### config.mk
export PLATFORM = sky130hd
export DESIGN_NAME = if_fetch_stage
export DESIGN_NICKNAME = d
export VERILOG_FILES = /design/src/rtl/if_fetch_stage.sv
export SDC_FILE = /design/constraint.sdc
export NUM_CORES = 1
export LEC_CHECK = 0
export ABC_AREA = 1
export BUFFER_PORTS_ARGS = -buffer_cell sky130_fd_sc_hd__clkbuf_2
export CORE_UTILIZATION = 56
export DETAILED_ROUTE_END_ITERATION = 12
export PLACE_DENSITY = 0.86
export SKIP_CTS_REPAIR_TIMING = 1
export SLEW_MARGIN = 10
export SYNTH_ARGS = -nofsm -noshare
export SYNTH_HDL_FRONTEND = slang
export SYNTH_SLANG_ARGS = --single-unit
### constraint.sdc
create_clock -name clk -period 4.4 [get_ports clk]
set_input_delay 0.44 -clock clk [delete_from_list [all_inputs] [get_ports clk]]
set_output_delay 0.44 -clock clk [all_outputs]
set_load 0.05 [all_outputs]
### src/rtl/if_fetch_stage.sv
// Instruction fetch stage: owns the PC, drives a combinational instruction
// memory and registers the fetched word into the IF/ID pipeline register.
module if_fetch_stage #(
  parameter logic [31:0] RESET_PC  = 32'h0000_0000,
  parameter logic [31:0] NOP_INSTR = 32'h0000_0013
) (
  input  logic        clk,
  input  logic        rst,
  input  logic        stall,
  input  logic        redirect_valid,
  input  logic [31:0] redirect_target,
  output logic [31:0] imem_pc,
  input  logic [31:0] imem_instr,
  output logic [31:0] ifid_pc,
  output logic [31:0] ifid_pc_plus4,
  output logic [31:0] ifid_instr,
  output logic        ifid_valid,
  output logic [31:0] fetch_count
);

  logic [31:0] pc_q, pc_d;
  logic [31:0] ifid_pc_q, ifid_pc_d;
  logic [31:0] ifid_pc_plus4_q, ifid_pc_plus4_d;
  logic [31:0] ifid_instr_q, ifid_instr_d;
  logic        ifid_valid_q, ifid_valid_d;
  logic [31:0] fetch_count_q, fetch_count_d;
  logic [31:0] pc_plus4_s;

  assign pc_plus4_s = pc_q + 32'd4;

  // Next-state selection: redirect beats stall, stall beats normal advance.
  always_comb begin
    pc_d            = pc_q;
    ifid_pc_d       = ifid_pc_q;
    ifid_pc_plus4_d = ifid_pc_plus4_q;
    ifid_instr_d    = ifid_instr_q;
    ifid_valid_d    = ifid_valid_q;
    fetch_count_d   = fetch_count_q;
    if (redirect_valid) begin
      pc_d            = {redirect_target[31:2], 2'b00};
      ifid_pc_d       = 32'h0000_0000;
      ifid_pc_plus4_d = 32'h0000_0000;
      ifid_instr_d    = NOP_INSTR;
      ifid_valid_d    = 1'b0;
    end else if (stall) begin
      pc_d = pc_q;
    end else begin
      pc_d            = pc_plus4_s;
      ifid_pc_d       = pc_q;
      ifid_pc_plus4_d = pc_plus4_s;
      ifid_instr_d    = imem_instr;
      ifid_valid_d    = 1'b1;
      fetch_count_d   = fetch_count_q + 32'd1;
    end
  end

  // State registers with synchronous reset taking priority over everything.
  always_ff @(posedge clk) begin
    if (rst) begin
      pc_q            <= {RESET_PC[31:2], 2'b00};
      ifid_pc_q       <= 32'h0000_0000;
      ifid_pc_plus4_q <= 32'h0000_0000;
      ifid_instr_q    <= NOP_INSTR;
      ifid_valid_q    <= 1'b0;
      fetch_count_q   <= 32'h0000_0000;
    end else begin
      pc_q            <= pc_d;
      ifid_pc_q       <= ifid_pc_d;
      ifid_pc_plus4_q <= ifid_pc_plus4_d;
      ifid_instr_q    <= ifid_instr_d;
      ifid_valid_q    <= ifid_valid_d;
      fetch_count_q   <= fetch_count_d;
    end
  end

  assign imem_pc       = pc_q;
  assign ifid_pc       = ifid_pc_q;
  assign ifid_pc_plus4 = ifid_pc_plus4_q;
  assign ifid_instr    = ifid_instr_q;
  assign ifid_valid    = ifid_valid_q;
  assign fetch_count   = fetch_count_q;

endmodule

Word-level counts from Yosys, hierarchy flattened
Cells that the tools add are included.
{"block": "totals", "reg_bits": 161, "input_bits": 68, "out_inout_bits": 161, "wordCells": 16}
{"block": "op_classes", "addsub": 2, "eq_ne": 1, "mux": 2, "bitwise": 2, "reduce_logical": 2}
{"operator": "$mux W32", "n": 2}
{"operator": "$add A32 B1 Y32 const B", "n": 1}
{"operator": "$add A32 B3 Y32 const B", "n": 1}
{"operator": "$ne A2 B1 Y1 const B", "n": 1}
{"operator": "$not A1 Y1", "n": 2}
{"operator": "$reduce_and A2 Y1", "n": 1}
{"operator": "$reduce_or A2 Y1", "n": 1}

Longest topological paths before layout
Gate-level depths: netlist of the first run.
{"block": "depth", "ltp_word": 3, "ltp_mapped": 11, "depth_no_buf": 10}

Least setup slack after synthesis of the first run
Ideal clock, no wire load.
{"block": "synth_path", "path_kind": "register to register", "startpoint": "register pc_q[3] (netlist: imem_pc[3])", "endpoint": "register ifid_pc_plus4_q[16] (netlist: ifid_pc_plus4[16])", "setup_time_ps": 115, "t_arrival_ps": 1748, "t_required_ps": 4285, "setup_slack_ps": 2536, "stages_incl_launch_ff": 8, "path_buffers": 0, "synth_period_minus_slack_ps": 1864, "path_cell_list": "dfxtp_1 -> ha_1 -> nand3_1 -> nor2_2 -> nand3_1 -> xor2_1 -> o21ai_0 -> inv_1"}
{"block": "synth_via", "elab_chain_len": 1}
{"element": "from (decl)", "line_no": "21", "rtl": "logic [31:0] pc_q, pc_d;"}
{"element": "from (signal assigned)", "line_no": "60", "rtl": "pc_q <= {RESET_PC[31:2], 2'b00};"}
{"element": "from (signal assigned)", "line_no": "67", "rtl": "pc_q <= pc_d;"}
{"element": "$add A32 B3 Y32", "line_no": "29", "rtl": "assign pc_plus4_s = pc_q + 32'd4;"}
{"element": "to (signal assigned)", "line_no": "69", "rtl": "ifid_pc_plus4_q <= ifid_pc_plus4_d;"}
{"element": "to (decl)", "line_no": "23", "rtl": "logic [31:0] ifid_pc_plus4_q, ifid_pc_plus4_d;"}
Every way passes these cells.
A chain may end at the register's enable or synchronous reset.

Worst setup path in the final report of the first run
{"block": "layout_path", "startpoint": "input redirect_valid", "endpoint": "register ifid_pc_plus4_q[7] (netlist: ifid_pc_plus4[7])"}
{"block": "layout_via", "elab_chain_len": 1}
{"element": "from (decl)", "line_no": "10", "rtl": "input logic redirect_valid,"}
{"element": "$reduce_or A2 Y1 (no source line)"}
Every way passes these cells.

==> impl_metrics.sql, run 1 <==
INSERT INTO impl_metrics (metric_group, metric, value, unit) VALUES
('place', 'placed_cell_area', '8500', 'sq um'),
('setup_path', 'nature_of_the_critical_path_startpoint', 'input port', ''),
('power_and_ir_drop', 'totalPowerFinal', '3590', 'uW'),
('setup_path', 'worstPathBufferInverterCount', '4', ''),
('timing', 'timing.max_slew.rel_slack', '24.1', '%'),
('yosys', 'predominant_post_synthesis_flop_cell', 'sky130_fd_sc_hd__dfxtp_1', ''),
('clocking', 'tritoncts_clock_tree', 'done', ''),
('yosys', 'synthMuxAreaShare', '0', '%'),
('yosys', 'syn-instance-count', '1088', ''),
('timing', 'finalCriticalPeriod', '2.24', 'ns'),
('grt', 'groute.layer.met1.usage', '39.4', '%'),
('clocking', 'clock-sinks', '155', ''),
('worst_hold_path', 'hold_path.class', 'in -> reg', ''),
('yosys', 'dominant_combinational_cell_family_by_area_after_synthesis', 'simple AND/OR/NAND/NOR gates', ''),
('timing', 'rsz0062_at_grt', 'false', ''),
('grt', 'gr-max-usage-layer', 'met2', ''),
('clocking', 'htree_levels', '4', ''),
('cells_and_area', 'final_net_count', '1355', ''),
('grt', 'first_global_vias', '6609', ''),
('timing', 'largest_clock_skew_in_the_final_design', '0.00856', 'ns'),
('floorplan', 'pin_count', '229', ''),
('floorplan', 'die_x', '117', 'microns'),
('floorplan', 'core.rowCount', '41', ''),
('cells_and_area', 'fin_area', '9170', 'sq um'),
('setup_path', 'critPathLaunch', 'redirect_valid', ''),
('setup_path', 'cell_by_cell_listing_of_the_critical_path', 'clkbuf_2, nor2_2, inv_2, buf_4, nor2_1, o21ai_0, inv_1', ''),
('drt', 'drc', '0', ''),
('setup_path', 'worstSetupEndpointType', 'flop', ''),
('drt', 'first_pass_iters', '8', ''),
('power_and_ir_drop', 'power_density', '392', 'nW/um^2'),
('place', 'detailed_place_hpwl', '14800', 'microns'),
('grt', 'global_route.usage.met3', '7.42', '%'),
('cells_and_area', 'layoutNonFillerInstCount', '1470', ''),
('flow_run', 'maxCapViolations', '0', ''),
('place', 'count_of_placed_standard_cells_including_taps', '1438', ''),
('timing', 'final_min_period_over_clock_period', '50.8', '%'),
('worst_hold_path', 'min-delay-start', 'imem_instr[4]', ''),
('place', 'place_congestion', '0.965', ''),
('drt', 'routed_wire_length_per_instance', '14.4', 'microns'),
('yosys', 'synth_top_area_share', '42.1', '%'),
('timing', 'finalMaxSlewViolations', '0', ''),
('status', 'status', 'completed', ''),
('timing', 'setup_viol_count_final', '0', ''),
('floorplan', 'floorplan.core_area', '12700', 'sq um'),
('clocking', 'worst_skew_pair.late_latency', '0.43', 'ns'),
('cells_and_area', 'num-fill-cells', '1079', ''),
('grt', 'globalRouteOverflowTotal', '0', ''),
('setup_path', 'critPathTopFamily', 'buffers and inverters', ''),
('setup_path', 'crit_type', 'in -> reg', ''),
('cells_and_area', 'area_growth_syn_to_layout', '24.5', '%'),
('floorplan', 'start_util', '57.9', '%'),
('power_and_ir_drop', 'ir_drop', '0.218', 'mV'),
('yosys', 'synth.yosys.warnings', '0', ''),
('yosys', 'synth.distinct_cells', '38', ''),
('drt', 'total_via_count_after_detailed_routing', '7661', ''),
('drt', 'detail_route.iter0.violations', '666', ''),
('setup_path', 'slowest_cell_on_crit_path', 'sky130_fd_sc_hd__inv_2', ''),
('yosys', 'share_of_the_synthesized_area_in_compound_gates_ao_oa_aoi_oai', '13.4', '%'),
('yosys', 'post_synth_fa_ha_maj_area_fraction', '0.340', '%'),
('drt', 'totalWireLength', '21200', 'microns'),
('yosys', 'yosys.area_share.simple', '31.7', '%'),
('power_and_ir_drop', 'p_leak', '0.00419', 'uW'),
('cells_and_area', 'final_layout_size_suffix_gt1_share', '23.4', '%'),
('timing', 'worst-slew-pin-transition', '1.14', 'ns'),
('yosys', 'post_synth_main_area_contributors', 'sky130_fd_sc_hd__dfxtp_1 42%, sky130_fd_sc_hd__nand2_1 16%, sky130_fd_sc_hd__nor2_1 8.3%, sky130_fd_sc_hd__a21oi_1 6.1%, sky130_fd_sc_hd__inv_1 5.7%', ''),
('grt', 'grt_start_max_net_pins', '117', ''),
('timing', 'setup_total_negative_slack', '0', 'ns'),
('clocking', 'clock_tree.root_cell', 'sky130_fd_sc_hd__clkbuf_16', ''),
('clocking', 'clkTransAtPathRegs', '0.06', 'ns'),
('timing', 'report.final.hold_viol_count', '0', ''),
('grt', 'number_of_antenna_violations_at_the_first_check_in_global_routing', '0', '');
-- stage by stage --
step	setup slack, ns	hold slack (ns)	util (%)
after CTS	2.21	0.212	72.1
after global routing	1.99	0.221	72.1
final	2.16	0.223	72.1
after detailed placement	1.76	0.456	66.8
after floorplan	2.54	0.553	-
after global placement	1.79	0.451	66.8
-- cells in the mapped netlist, drive strengths merged, types with 2 or more instances --
master,count
ha,2
a22o,2
nand3b,2
xnor2,6
nor2,186
nor3,6
inv,115
clkbuf,29
nand2,312
dfxtp,155
nand4,7
nand3,35
o21ai,83
a31oi,8
buf,25
a21oi,93
xor2,15
a211oi,2
-- registers in the layout, summed over array words and instances, names as in the netlist --
signal,count
fetch_count,32
ifid_instr,32
ifid_pc,30
ifid_pc_plus4,30
ifid_valid,1
imem_pc,30
-- layout by cell type, fill, tap and decap left out, types with 2 or more instances in the layout --
cell,instances
sky130_fd_sc_hd__xnor2_1,6
sky130_fd_sc_hd__nand4_1,7
sky130_fd_sc_hd__nand2_1,305
sky130_fd_sc_hd__a211oi_1,2
sky130_fd_sc_hd__conb_1,6
sky130_fd_sc_hd__nor3_1,5
sky130_fd_sc_hd__nand2_4,3
sky130_fd_sc_hd__nor2_4,12
sky130_fd_sc_hd__o21ai_1,12
sky130_fd_sc_hd__a31oi_1,8
sky130_fd_sc_hd__inv_1,111
sky130_fd_sc_hd__clkbuf_8,4
sky130_fd_sc_hd__a22o_1,2
sky130_fd_sc_hd__o21ai_0,71
sky130_fd_sc_hd__nor2_1,161
sky130_fd_sc_hd__inv_2,3
sky130_fd_sc_hd__nor2_2,12
sky130_fd_sc_hd__xor2_2,4
sky130_fd_sc_hd__ha_1,2
sky130_fd_sc_hd__nand3_1,34
sky130_fd_sc_hd__a21oi_2,3
sky130_fd_sc_hd__bufinv_16,5
sky130_fd_sc_hd__nand2_2,4
sky130_fd_sc_hd__clkinvlp_4,3
sky130_fd_sc_hd__dfxtp_1,155
sky130_fd_sc_hd__nand3b_1,2
sky130_fd_sc_hd__clkbuf_16,17
sky130_fd_sc_hd__a21oi_1,90
sky130_fd_sc_hd__xor2_1,11
sky130_fd_sc_hd__buf_4,7
sky130_fd_sc_hd__clkbuf_2,220
-- final cells by class --
type	instances	area, sq um	area share [%]
Clock inverter	10	186	2.03
Clock buffer	22	484	5.28
Inverter	115	437	4.76
Timing Repair Buffer	227	1150	12.6
Multi-Input combinational cell	769	3590	39.2
Sequential cell	155	3100	33.8
Tap cell	172	215	2.35
-- worst register-to-register path, cell delays in order (launching register included) --
cell and delay [ns]:
sky130_fd_sc_hd__dfxtp_1 0.45, sky130_fd_sc_hd__ha_1 0.26, sky130_fd_sc_hd__nand3_1 0.18, sky130_fd_sc_hd__nor2_2 0.30
sky130_fd_sc_hd__nand3_1 0.17, sky130_fd_sc_hd__xor2_1 0.18, sky130_fd_sc_hd__o21ai_0 0.16, sky130_fd_sc_hd__inv_1 0.05
-- per-layer routing --
| metal | up-vias | share of wire (%) |
|---|---|---|
| met5 | - | 0 |
| met4 | 0 | 2.3 |
| met3 | 47 | 8.7 |
| met2 | 345 | 47 |
| met1 | 3474 | 42 |
| li1 | 3795 | - |
-- worst paths after layout --
| path | endpoint | slack, ns | cells past startpoint |
|---|---|---|---|
| worst max-delay path | ifid_pc_plus4[7] | 2.16 | 7 |
| worst min-delay path | ifid_instr[4] | 0.22 | 3 |
| worst max register to register | ifid_pc_plus4[16] | 2.54 | 7 |
| worst min register to register | ifid_pc[18] | 0.46 | 2 |
-- logic make-up after synthesis --
| family | Yosys count |
|---|---|
| other | 1 |
| flip-flops | 155 |
| buffers and inverters | 169 |
| adder cells (fa/ha/maj) | 2 |
| XOR/XNOR | 21 |
| AND/OR/NAND/NOR | 550 |
| AO/OA/AOI/OAI | 190 |
-- power by group --
part | internal [uW] | switching, uW
Combinational | 106 | 342
Clock | 1070 | 582
Sequential | 1450 | 45.2
Note: power is estimated with default switching activity, not from simulation.
==> run 2, diff against run 1 <==
Settings changed: CORE_UTILIZATION 56 to 52, PLACE_DENSITY 0.86 to 0.81.
Clock period 4.4 ns to 2.3 ns, I/O delays scaled along.
==> impl_metrics.sql, run 2 (synthesis results as in run 1) <==
INSERT INTO impl_metrics (metric_group, metric, value, unit) VALUES
('status', 'status', 'completed', ''),
('timing', 'finalCriticalPeriod', '1.80', 'ns'),
('setup_path', 'crit_path_max_fo', '6', ''),
('place', 'buffer_ports.inserted', '220', ''),
('worst_hold_path', 'hold_path.class', 'in -> reg', ''),
('cells_and_area', 'layoutNonFillerInstCount', '1481', ''),
('drt', 'detail_route.vias_per_cell', '5.12', ''),
('power_and_ir_drop', 'p_leak', '0.00416', 'uW'),
('grt', 'grt_pass1_wl', '33700', 'microns'),
('setup_path', 'cp.arrival', '2.13', 'ns'),
('timing', 'largest_clock_skew_in_the_final_design', '0.0111', 'ns'),
('floorplan', 'die_x', '121', 'microns'),
('power_and_ir_drop', 'ir_drop', '0.455', 'mV'),
('clocking', 'tritoncts_clock_tree', 'done', ''),
('clocking', 'cts_inserted_buffers', '17', ''),
('cells_and_area', 'fin_area', '9120', 'sq um'),
('timing', 'finalMaxSlewViolations', '0', ''),
('floorplan', 'die-height', '121', 'microns'),
('worst_hold_path', 'worst_hold_path.num_cells', '3', ''),
('setup_path', 'crit_type', 'reg -> reg', ''),
('setup_path', 'critPathTopFamily', 'simple AND/OR/NAND/NOR gates', ''),
('cells_and_area', 'final_net_count', '1358', ''),
('grt', 'number_of_antenna_violations_at_the_first_check_in_global_routing', '0', ''),
('timing', 'timing.max_slew.rel_slack', '56.2', '%'),
('setup_path', 'max_stage_delay', '0.43', 'ns'),
('drt', 'first_pass_iters', '5', ''),
('cells_and_area', 'area_growth_syn_to_layout', '23.9', '%'),
('setup_path', 'slowest_cell_on_crit_path', 'sky130_fd_sc_hd__dfxtp_1', ''),
('cells_and_area', 'diodes', '0', ''),
('place', 'placed_cell_area', '8560', 'sq um'),
('timing', 'rsz0062_at_grt', 'false', ''),
('setup_path', 'worstSetupEndpointType', 'flop', ''),
('drt', 'drtAntennaViolNets', '0', ''),
('grt', 'first_global_vias', '6815', ''),
('power_and_ir_drop', 'power_density', '704', 'nW/um^2'),
('clocking', 'clock_tree.root_cell', 'sky130_fd_sc_hd__clkbuf_16', ''),
('floorplan', 'fp.dieArea', '14600', 'sq um'),
('cells_and_area', 'num-fill-cells', '1239', ''),
('drt', 'detail_route.iter0.violations', '568', ''),
('timing', 'setup_viol_count_final', '0', ''),
('cells_and_area', 'seq_area', '3100', 'sq um'),
('drt', 'routed_wire_length_per_instance', '14.3', 'microns'),
('floorplan', 'floorplan.core_area', '13800', 'sq um'),
('floorplan', 'start_util', '53.3', '%'),
('setup_path', 'nature_of_the_critical_path_startpoint', 'flop', ''),
('setup_path', 'worstPathBufferInverterCount', '1', ''),
('place', 'place_congestion', '0.918', ''),
('timing', 'final_min_period_over_clock_period', '78.4', '%'),
('setup_path', 'cell_by_cell_listing_of_the_critical_path', 'ha_1, nand3_1, nor2_2, nand3_1, xor2_1, o21ai_0, inv_1', ''),
('clocking', 'ctsLongestPathBuffers', '2', ''),
('clocking', 'worst_skew_pair.late_latency', '0.43', 'ns'),
('setup_path', 'worst-endpoint-required', '2.63', 'ns'),
('grt', 'grt_start_max_net_pins', '92', ''),
('timing', 'timing.fmax', '555', 'MHz'),
('cells_and_area', 'final_layout_size_suffix_gt1_share', '23.4', '%'),
('flow_run', 'maxCapViolations', '0', ''),
('setup_path', 'reg2reg_depth', '7', ''),
('cells_and_area', 'layout_common_cells', '305 x sky130_fd_sc_hd__nand2_1, 220 x sky130_fd_sc_hd__clkbuf_2, 161 x sky130_fd_sc_hd__nor2_1', ''),
('grt', 'grt_use_total', '29.4', '%'),
('setup_path', 'timing.critical_path.depth', '7', ''),
('cells_and_area', 'final_common_cell', 'sky130_fd_sc_hd__nand2_1', ''),
('clocking', 'clock-sinks', '155', ''),
('drt', 'totalWireLength', '21100', 'microns'),
('clocking', 'htree_levels', '4', ''),
('floorplan', 'core.rowCount', '43', ''),
('place', 'detailed_place_hpwl', '15000', 'microns'),
('timing', 'worst-slew-pin-transition', '0.657', 'ns'),
('clocking', 'clkTransAtPathRegs', '0.06', 'ns'),
('grt', 'globalRouteOverflowTotal', '0', ''),
('drt', 'total_via_count_after_detailed_routing', '7586', ''),
('cells_and_area', 'combined_area_of_the_multi_input_logic_cells', '3590', 'sq um'),
('setup_path', 'cp_common_cell', 'sky130_fd_sc_hd__nand3_1', ''),
('timing', 'report.final.hold_viol_count', '0', ''),
('drt', 'drc', '0', ''),
('floorplan', 'pin_count', '229', ''),
('timing', 'setup_total_negative_slack', '0', 'ns'),
('place', 'count_of_placed_standard_cells_including_taps', '1449', '');
==> run 2: cell type report <==
class,instances,area share (%)
Inverter,115,4.79
Tap cell,180,2.47
Multi-Input combinational cell,769,39.3
Sequential cell,155,34.0
Clock buffer,23,5.24
Timing Repair Buffer,230,13.2
Clock inverter,9,0.987
==> run 2: stage by stage <==
stage	setup slack (ns)	hold slack (ns)	power, uW	util (%)
after global routing	0.376	0.0154	6630	66.0
final	0.498	0.000194	6420	66.0
after CTS	0.497	-0.0142	6460	66.0
after global placement	0.502	0.430	3760	61.9
after floorplan	0.436	0.343	3540	-
after detailed placement	0.475	0.438	3770	61.9
==> run 2: final timing paths <==
kind / slack (ns) / to / startpoint
worst max-delay path: 0.50 / ifid_pc_plus4[16] / imem_pc[3]
worst min-delay path: 0.0002 / ifid_instr[4] / imem_instr[4]
worst max register to register: 0.50 / ifid_pc_plus4[16] / imem_pc[3]
worst min register to register: 0.46 / ifid_instr[25] / ifid_instr[25]
==> run 2: per-layer routing <==
metal  up-vias  share of wire, %  track usage [%]
met3        40               8.2             6.72
met4         0               2.5             12.6
met2       321                47             48.4
li1       3802                 -                -
met1      3423                42             36.7
met5         -                 0                0
==> run 2: report_power, final <==
group / switching, uW / total, uW / internal [uW] / leakage [uW]
logic: 658 / 865 / 208 / 0.00263
registers: 84.5 / 2860 / 2780 / 0.00126
clock network: 1120 / 2690 / 1570 / 0.000262
total: 1860 / 6420 / 4560 / 0.00416
==> run 2: worst min-delay path, cell delays in order <==
cell                       delay, ns
sky130_fd_sc_hd__clkbuf_2       0.07
sky130_fd_sc_hd__nand2_1        0.04
sky130_fd_sc_hd__nand3_1        0.05
==> run 3, diff against run 2 <==
Clock period 2.3 ns to 1.8 ns, I/O delays scaled along.
==> impl_metrics.sql, run 3 (synthesis results as in run 1) <==
INSERT INTO impl_metrics (metric_group, metric, value, unit) VALUES
('status', 'status', 'finished with violations', ''),
('status', 'failed_checks', 'hold timing', ''),
('timing', 'setup_viol_count_final', '0', ''),
('timing', 'timing.max_slew.rel_slack', '52.8', '%'),
('timing', 'report.final.hold_viol_count', '6', ''),
('grt', 'grt_use_total', '29.5', '%'),
('floorplan', 'pin_count', '229', ''),
('floorplan', 'floorplan.core_area', '13800', 'sq um'),
('clocking', 'ctsLongestPathBuffers', '2', ''),
('place', 'place_congestion', '0.942', ''),
('setup_path', 'timing.critical_path.depth', '9', ''),
('clocking', 'clock_tree.root_cell', 'sky130_fd_sc_hd__clkbuf_16', ''),
('grt', 'first_global_vias', '6867', ''),
('timing', 'finalCriticalPeriod', '1.62', 'ns'),
('cells_and_area', 'fin_util', '67.9', '%'),
('floorplan', 'core.rowCount', '43', ''),
('drt', 'totalWireLength', '21500', 'microns'),
('worst_hold_path', 'worst_hold_path.num_cells', '3', ''),
('worst_hold_path', 'min-delay-start', 'imem_instr[25]', ''),
('flow_run', 'maxCapViolations', '0', ''),
('clocking', 'clock-sinks', '155', ''),
('drt', 'first_pass_iters', '5', ''),
('power_and_ir_drop', 'totalPowerFinal', '8500', 'uW'),
('timing', 'worst-slew-pin-transition', '0.707', 'ns'),
('worst_hold_path', 'timing.hold.worst_endpoint', 'ifid_instr[25]', ''),
('place', 'count_of_placed_standard_cells_including_taps', '1464', ''),
('setup_path', 'cell_by_cell_listing_of_the_critical_path', 'nand2_1, nor2_1, inv_1, nor2_8, nand2_1, nand2_1, nand2_1, a21oi_1, nor2_1', ''),
('place', 'buffer_ports.inserted', '220', ''),
('cells_and_area', 'final_layout_size_suffix_gt1_share', '24.3', '%'),
('cells_and_area', 'layout_common_cells', '305 x sky130_fd_sc_hd__nand2_1, 220 x sky130_fd_sc_hd__clkbuf_2, 161 x sky130_fd_sc_hd__nor2_1', ''),
('cells_and_area', 'layoutNonFillerInstCount', '1507', ''),
('clocking', 'cts_inserted_buffers', '17', ''),
('cells_and_area', 'area_growth_syn_to_layout', '27.5', '%'),
('setup_path', 'critPathLaunch', 'imem_pc[10]', ''),
('cells_and_area', 'final_net_count', '1385', ''),
('drt', 'drtAntennaViolNets', '0', ''),
('drt', 'drc', '0', ''),
('setup_path', 'critPathTopFamily', 'simple AND/OR/NAND/NOR gates', ''),
('power_and_ir_drop', 'ir_drop', '0.548', 'mV'),
('setup_path', 'crit_path_max_fo', '5', ''),
('cells_and_area', 'fin_area', '9390', 'sq um'),
('setup_path', 'r2r_end', 'imem_pc[19]', ''),
('clocking', 'tritoncts_clock_tree', 'done', ''),
('grt', 'grt_start_max_net_pins', '70', ''),
('place', 'detailed_place_hpwl', '15400', 'microns'),
('floorplan', 'start_util', '53.3', '%'),
('setup_path', 'worst-endpoint-required', '2.09', 'ns'),
('setup_path', 'nature_of_the_critical_path_startpoint', 'flop', ''),
('timing', 'timing.fmax', '619', 'MHz'),
('clocking', 'htree_levels', '4', ''),
('drt', 'detail_route.iter0.violations', '554', ''),
('clocking', 'clkTransAtPathRegs', '0.06', 'ns'),
('timing', 'finalMaxSlewViolations', '0', ''),
('timing', 'rsz0062_at_grt', 'false', ''),
('timing', 'largest_clock_skew_in_the_final_design', '0.00681', 'ns'),
('setup_path', 'cp_common_cell', 'sky130_fd_sc_hd__nand2_1', ''),
('drt', 'routed_wire_length_per_instance', '14.3', 'microns'),
('drt', 'detail_route.vias_per_cell', '5.07', ''),
('setup_path', 'max_stage_delay', '0.40', 'ns'),
('power_and_ir_drop', 'p_leak', '0.00432', 'uW'),
('clocking', 'worst_skew_pair.late_latency', '0.42', 'ns'),
('drt', 'total_via_count_after_detailed_routing', '7634', ''),
('setup_path', 'worstSetupEndpointType', 'flop', ''),
('setup_path', 'slowest_cell_on_crit_path', 'sky130_fd_sc_hd__dfxtp_1', ''),
('timing', 'setup_total_negative_slack', '0', 'ns'),
('floorplan', 'die-height', '121', 'microns'),
('grt', 'globalRouteOverflowTotal', '0', ''),
('setup_path', 'crit_type', 'reg -> reg', ''),
('floorplan', 'fp.dieArea', '14600', 'sq um'),
('power_and_ir_drop', 'power_density', '906', 'nW/um^2'),
('worst_hold_path', 'hold_path.class', 'in -> reg', ''),
('setup_path', 'worstPathBufferInverterCount', '1', ''),
('timing', 'hold-worst-slack', '-0.0154', 'ns'),
('setup_path', 'reg2reg_depth', '9', ''),
('grt', 'number_of_antenna_violations_at_the_first_check_in_global_routing', '0', ''),
('timing', 'final_min_period_over_clock_period', '89.8', '%'),
('setup_path', 'worst_r2r_startpoint', 'imem_pc[10]', ''),
('floorplan', 'die_x', '121', 'microns'),
('setup_path', 'cp.arrival', '1.91', 'ns'),
('grt', 'grt_pass1_wl', '33900', 'microns'),
('place', 'placed_cell_area', '8660', 'sq um'),
('cells_and_area', 'diodes', '0', ''),
('setup_path', 'rrSetupSlack', '0.18', 'ns'),
('cells_and_area', 'final_common_cell', 'sky130_fd_sc_hd__nand2_1', '');
[run 3: cell types whose count changed in the layout (fill, tap and decap cells not counted), sizes merged]
| cell | before | now |
|---|---|---|
| buf | 10 | 25 |
| clkinv | 3 | 5 |
| dlygate4sd3 | 0 | 12 |
| bufinv | 1 | 3 |
| clkinvlp | 5 | 0 |
[run 3: layout make-up]
cell class	count	area (sq um)
clock buffers	23	488
repair buffers	257	1420
well taps	180	225
clock inverters	8	115
flip-flops and latches	155	3110
multi-input cells	769	3590
fillers	1255	4440
inverters	115	437
[run 3: worst max path at each step]
stage	end	slack, ns
after floorplan	imem_pc[19]	0.02
after global placement	ifid_pc_plus4[16]	0.20
after detailed placement	ifid_pc_plus4[16]	0.19
after CTS	ifid_pc_plus4[16]	0.14
after global routing	ifid_pc_plus4[27]	0.01
final	imem_pc[19]	0.18
[run 3: stage by stage]
stage / setup slack, ns / hold WS, ns
3_5_place_dp: 0.188 / 0.389
4_1_cts: 0.135 / -0.0484
2_1_floorplan: 0.0237 / 0.293
5_1_grt: 0.0131 / 0.000251
6_report: 0.184 / -0.0154
3_3_place_gp: 0.204 / 0.386
[run 3: power breakdown]
part	total [uW]	switching, uW	leakage, uW	internal [uW]
Combinational	1170	866	0.00275	302
Clock	3690	1380	0.000303	2310
Sequential	3640	92.1	0.00126	3550
[run 3: routing by layer]
metal | wire length [microns] | share of wire (%) | up-vias | global-route usage, %
li1 | - | - | 3843 | -
met3 | 1710 | 7.9 | 42 | 6.67
met4 | 551 | 2.6 | 0 | 12.0
met1 | 9050 | 42 | 3423 | 36.5
met2 | 10200 | 47 | 326 | 49.5
met5 | 0 | 0 | - | 0
[run 3: worst register-to-register path: stages, from the launching register on]
cell and delay [ns]:
sky130_fd_sc_hd__dfxtp_1 0.40, sky130_fd_sc_hd__nand2_1 0.12, sky130_fd_sc_hd__nor2_1 0.26, sky130_fd_sc_hd__inv_1 0.16, sky130_fd_sc_hd__nor2_8 0.17, sky130_fd_sc_hd__nand2_1 0.06
sky130_fd_sc_hd__nand2_1 0.06, sky130_fd_sc_hd__nand2_1 0.06, sky130_fd_sc_hd__a21oi_1 0.14, sky130_fd_sc_hd__nor2_1 0.05
